===== src/rtl/gpu_core_pkg.sv =====
// Shared core types: FSM state encoding used by the sequencer, decoder and LSU.
package gpu_core_pkg;

  typedef enum logic [2:0] {
    IDLE    = 3'd0,
    FETCH   = 3'd1,
    DECODE  = 3'd2,
    EXECUTE = 3'd3,
    UPDATE  = 3'd4,
    DONE    = 3'd5
  } core_state_t;

endpackage


===== src/rtl/PC_MuxTwo.sv =====
// Next-PC select: branch target when sel_i is set, otherwise PC+1.
module PC_MuxTwo #(
  parameter int unsigned PC_WIDTH = 8
) (
  input  logic                sel_i,
  input  logic [PC_WIDTH-1:0] pc_plus_i,
  input  logic [PC_WIDTH-1:0] branch_i,
  output logic [PC_WIDTH-1:0] next_pc_o
);

  assign next_pc_o = sel_i ? branch_i : pc_plus_i;

endmodule


===== src/rtl/pc_sequencer.sv =====
// Per-core instruction sequencer: owns the PC and steps FETCH/DECODE/EXECUTE/UPDATE.
module pc_sequencer
  import gpu_core_pkg::*;
#(
  parameter int unsigned          PC_WIDTH    = 8,
  parameter int unsigned          INSTR_WIDTH = 16,
  parameter logic [PC_WIDTH-1:0]  START_PC    = '0
) (
  input  logic                   clk,
  input  logic                   rst_n,
  input  logic                   Start,
  output logic                   FetchReq,
  output logic [PC_WIDTH-1:0]    FetchAddr,
  input  logic                   FetchValid,
  input  logic [INSTR_WIDTH-1:0] FetchInstr,
  output logic [INSTR_WIDTH-1:0] Instr,
  input  logic                   IsBranch,
  input  logic                   BranchTaken,
  input  logic [PC_WIDTH-1:0]    BranchTarget,
  input  logic                   IsRet,
  input  logic                   ExecDone,
  output logic                   PCMux,
  output logic [PC_WIDTH-1:0]    Branch,
  output logic [PC_WIDTH-1:0]    CurrentPCPlus,
  output logic [PC_WIDTH-1:0]    CurrentPC,
  output logic                   Done,
  output logic [2:0]             State
);

  core_state_t            state_q, state_d;
  logic [PC_WIDTH-1:0]    pc_q, pc_d;
  logic [INSTR_WIDTH-1:0] instr_q, instr_d;
  logic [PC_WIDTH-1:0]    branch_q, branch_d;
  logic                   take_q, take_d;
  logic [PC_WIDTH-1:0]    next_pc;
  logic [PC_WIDTH-1:0]    pc_plus;

  assign pc_plus = pc_q + PC_WIDTH'(1);

  PC_MuxTwo #(
    .PC_WIDTH (PC_WIDTH)
  ) u_pc_mux (
    .sel_i     (PCMux),
    .pc_plus_i (pc_plus),
    .branch_i  (branch_q),
    .next_pc_o (next_pc)
  );

  always_ff @(posedge clk or negedge rst_n) begin
    if (!rst_n) begin
      state_q  <= IDLE;
      pc_q     <= START_PC;
      instr_q  <= '0;
      branch_q <= '0;
      take_q   <= 1'b0;
    end else begin
      state_q  <= state_d;
      pc_q     <= pc_d;
      instr_q  <= instr_d;
      branch_q <= branch_d;
      take_q   <= take_d;
    end
  end

  always_comb begin
    state_d  = state_q;
    pc_d     = pc_q;
    instr_d  = instr_q;
    branch_d = branch_q;
    take_d   = take_q;
    unique case (state_q)
      IDLE, DONE: begin
        if (Start) begin
          pc_d    = START_PC;
          state_d = FETCH;
        end
      end
      FETCH: begin
        if (FetchValid) begin
          instr_d = FetchInstr;
          state_d = DECODE;
        end
      end
      DECODE: state_d = EXECUTE;
      EXECUTE: begin
        // Branch outcome is re-sampled every cycle; the last EXECUTE cycle wins.
        branch_d = BranchTarget;
        take_d   = IsBranch & BranchTaken;
        if (ExecDone) state_d = UPDATE;
      end
      UPDATE: begin
        pc_d    = next_pc;
        take_d  = 1'b0;
        state_d = IsRet ? DONE : FETCH;
      end
      default: state_d = IDLE;
    endcase
  end

  assign FetchReq      = (state_q == FETCH);
  assign FetchAddr     = pc_q;
  assign Instr         = instr_q;
  assign PCMux         = (state_q == UPDATE) && take_q;
  assign Branch        = branch_q;
  assign CurrentPCPlus = pc_plus;
  assign CurrentPC     = pc_q;
  assign Done          = (state_q == DONE);
  assign State         = state_q;

endmodule


===== config.mk =====
export PLATFORM = sky130hd
export DESIGN_NAME = pc_sequencer
export DESIGN_NICKNAME = d
export VERILOG_FILES = /design/src/rtl/gpu_core_pkg.sv /design/src/rtl/PC_MuxTwo.sv /design/src/rtl/pc_sequencer.sv
export SDC_FILE = /design/constraint.sdc
export NUM_CORES = 1
export LEC_CHECK = 0
export CAP_MARGIN = 10
export CORE_UTILIZATION = 43
export CTS_CLUSTER_DIAMETER = 40
export DETAILED_ROUTE_END_ITERATION = 12
export PLACE_DENSITY = 0.85
export SLEW_MARGIN = 15
export SYNTH_ARGS = -nofsm -noshare
export SYNTH_HDL_FRONTEND = slang
export SYNTH_SLANG_ARGS = --single-unit

===== constraint.sdc =====
create_clock -name clk -period 2.5 [get_ports clk]
set_input_delay 0.5 -clock clk [delete_from_list [all_inputs] [get_ports clk]]
set_output_delay 0.5 -clock clk [all_outputs]
set_load 0.005 [all_outputs]

==> reports/qor.yml <==
floorplan:
  io_pins: 86
  chipWidth_um: 65.0
  num_rows: 22
  die_y_um: 65.0
  core_area_um2: 3740
  start_util: 0.456
  dieArea_um2: 4230
global_route:
  grt_pass1_wl_mm: 6.35
  grt_antenna_before_repair: 0
  grt_usage: 0.202
  grt_pass1_vias: 1298
  grt_max_degree: 37
  grt_remaining_overflow: 0
drt:
  drtPass1Iterations: 4
  ant_nets: 0
  wl_per_cell_um: 14.2
  drt_iter0_markers: 76
  drt-total-wl_mm: 4.02
  vias_per_cell: 5.01
  dr_total_vias: 1419
  drc: 0
critical_path:
  r2r_cells: 5
  r2r_start: "State[1]$_DFFE_PN0P_"
  reg2reg_to: "CurrentPC[7]$_DFFE_PN0P_"
  cp_max_fo: 6
  required_ns: 2.00
  rrSetupSlack_ns: 0.81
  cp-endpoint: "CurrentPCPlus[6]"
  critical_path_class: "register to primary output"
  cp-end-kind: "primary output"
  worstPathArrival_ns: 1.92
  cp-startpoint: "CurrentPC[4]$_DFFE_PN0P_"
  startpoint_type: "register"
synthesis:
  syn_nets: 183
  syn_avg_cell_area_um2: 11.4
  synth-seq-cells: 36
  syn_area_um2: 1710
  synthDistinctLibCells: 32
  seq_area_frac_synth: 0.527
  syn_inst: 150
  yosys_warnings: 0
placement:
  finalWeightedCongestion: 0.787
  dpl.hpwl_mm: 2.94
  placed_area_um2: 2550
  numPortBuffers: 85
  place_inst: 274
power_and_ir_drop:
  p_sw_w: 0.000954
  p_seq_frac: 0.352
  powerDensity_nw_per_um2: 1150
  clockPowerShare: 0.137
  combPwrFrac: 0.510
  p_leak_nw: 1.10
  peakVddDrop_v: 0.000602
  internal_power_w: 0.00212
  switching_share: 0.310
sta:
  setup_viol: 0
  fmax_ghz: 0.413
  hold_violations: 0
  tightest_slew_ns: 0.782
  timing.final.crit_share: 0.968
  slew_viol_final: 0
  clock_skew_ns: 0.00522
  fin_crit_ns: 2.42
  slew_headroom: 0.478
clock_tree:
  clockBufferDepth: 2
  clock-root-buffer: "clkbuf_8"
  path_clk_slew_ns: 0.07
  h-tree-depth: 2
  cts.sinks: 36
  cts_tree: "built"
  cts_buffers: 5
  insertion_delay_ns: 0.28
  hold_buffers: 0
layout:
  antenna_cells: 0
  flow.area_growth_from_synthesis_pct: 56.4
  drive_above_1_share: 0.209
  nNetsFinal: 267
  fin_area_um2: 2670
  fin_cells: 283
outcome:
  outcome: "finished, final reports clean"
flow_run:
  maxCapViolCount: 0
hold_path:
  min_path_type: "primary input to async pin"
cell families (layout without fill, tap and decap cells):
group	count (synthesis)	in the layout	share of synthesized area
AND/OR/NAND/NOR	40	40	0.116
XOR/XNOR	4	4	0.0205
flip-flops	36	36	0.527
AO/OA/AOI/OAI	20	20	0.0696
buffers and inverters	20	105	0.0718
multiplexers	29	29	0.188
adder cells (fa/ha/maj)	1	1	0.00732
flip-flops by register name, summed over array words and instances, names as in the netlist:
name / cells
State: 3
take_q: 1
Instr: 16
CurrentPC: 8
Branch: 8
power by group through the flow:
stage | logic [W] | registers (W) | clock network (W)
2_1_floorplan | 0.000687 | 0.00108 | 0
3_3_place_gp | 0.00154 | 0.00107 | 0
3_5_place_dp | 0.00155 | 0.00109 | 0
4_1_cts | 0.00157 | 0.00108 | 0.000434
5_1_grt | 0.00170 | 0.00113 | 0.000463
6_report | 0.00157 | 0.00108 | 0.000423
worst min path at each step:
| stage | start | slack, ns | cells past startpoint | to |
|---|---|---|---|---|
| after CTS | rst_n | 0.32 | 1 | Instr[1]$_DFFE_PN0P_ |
| after global placement | Instr[13]$_DFFE_PN0P_ | 0.49 | 1 | Instr[13]$_DFFE_PN0P_ |
| after floorplan | rst_n | 0.20 | 0 | Branch[0]$_DFFE_PN0N_ |
| after detailed placement | Instr[9]$_DFFE_PN0P_ | 0.49 | 1 | Instr[9]$_DFFE_PN0P_ |
| after global routing | rst_n | 0.35 | 1 | CurrentPC[6]$_DFFE_PN0P_ |
| final | rst_n | 0.29 | 1 | Instr[1]$_DFFE_PN0P_ |
through the flow:
step / hold slack (ns) / power (W) / utilization / setup TNS [ns] / setup WS (ns)
2_1_floorplan: 0.204 / 0.00177 / - / 0 / 0.793
3_3_place_gp: 0.487 / 0.00261 / 0.681 / 0 / 0.371
3_5_place_dp: 0.495 / 0.00264 / 0.681 / 0 / 0.334
4_1_cts: 0.317 / 0.00308 / 0.707 / 0 / 0.0136
5_1_grt: 0.346 / 0.00329 / 0.714 / -0.0183 / -0.0180
6_report: 0.291 / 0.00308 / 0.714 / 0 / 0.0804
cells in the mapped netlist, drive strengths merged:
library cell | instances | share of area
a21oi | 3 | 0.0088
a221o | 1 | 0.0066
a31oi | 1 | 0.0037
and2 | 1 | 0.0037
and3 | 3 | 0.011
buf | 11 | 0.051
clkbuf | 3 | 0.0073
clkinv | 1 | 0.0022
dfrtp | 36 | 0.53
ha | 1 | 0.0073
inv | 5 | 0.011
mux2 | 24 | 0.16
mux2i | 5 | 0.029
nand2 | 11 | 0.024
nand2b | 2 | 0.0073
nand3 | 8 | 0.023
nand4 | 1 | 0.0037
nor2 | 6 | 0.013
nor3 | 3 | 0.0088
nor3b | 1 | 0.0044
o21a | 2 | 0.0088
o21ai | 11 | 0.032
o31ai | 1 | 0.0044
o32ai | 1 | 0.0051
or2 | 2 | 0.0073
or3 | 1 | 0.0037
or3b | 1 | 0.0051
xnor2 | 2 | 0.010
xor2 | 2 | 0.010
layer usage:
metal / part of all wire / up-vias / GRT usage / routed length (µm)
met1: 0.42 / 684 / 0.263 / 1700
met4: 0.011 / 0 / 0.0734 / 44
met5: 0 / - / 0 / 0
met3: 0.059 / 4 / 0.0423 / 238
met2: 0.51 / 49 / 0.329 / 2040
li1: - / 682 / - / -
cell usage in the layout (no fill, tap or decap):
cell type / instances
a21oi_1: 3
a221o_2: 1
a31oi_1: 1
and2_1: 1
and3_1: 3
buf_2: 1
buf_4: 6
clkbuf_1: 1
clkbuf_8: 6
clkdlybuf4s50_1: 84
clkinvlp_4: 2
dfrtp_1: 32
dfrtp_2: 4
ha_2: 1
inv_1: 5
mux2_2: 24
mux2i_1: 5
nand2_1: 11
nand2b_1: 2
nand3_1: 8
nand4_1: 1
nor2_1: 5
nor2_2: 1
nor3_1: 2
nor3_2: 1
nor3b_1: 1
o21a_1: 2
o21ai_0: 11
o31ai_1: 1
o32ai_1: 1
or2_2: 2
or3_1: 1
or3b_1: 1
xnor2_1: 2
xor2_1: 2
critical path, cell delays in order (launching register included):
cell and delay [ns]:
dfrtp_1 0.44, nand4_1 0.22, o21a_1 0.24, or2_2 0.30, clkdlybuf4s50_1 0.45
cell type report:
type	instances	area, µm²
Fill cell	281	1070
Clock buffer	7	86.3
Clock inverter	1	7.51
Sequential cell	36	906
Timing Repair Buffer	91	891
Tap cell	48	60.1
Inverter	6	26.3
Multi-Input combinational cell	94	694
repair_timing:
action,CTS,global route
setup endpoints to repair,0,3
buffers inserted,0,1
gates resized for setup,0,8
Power figures use the tool's default switching activity.
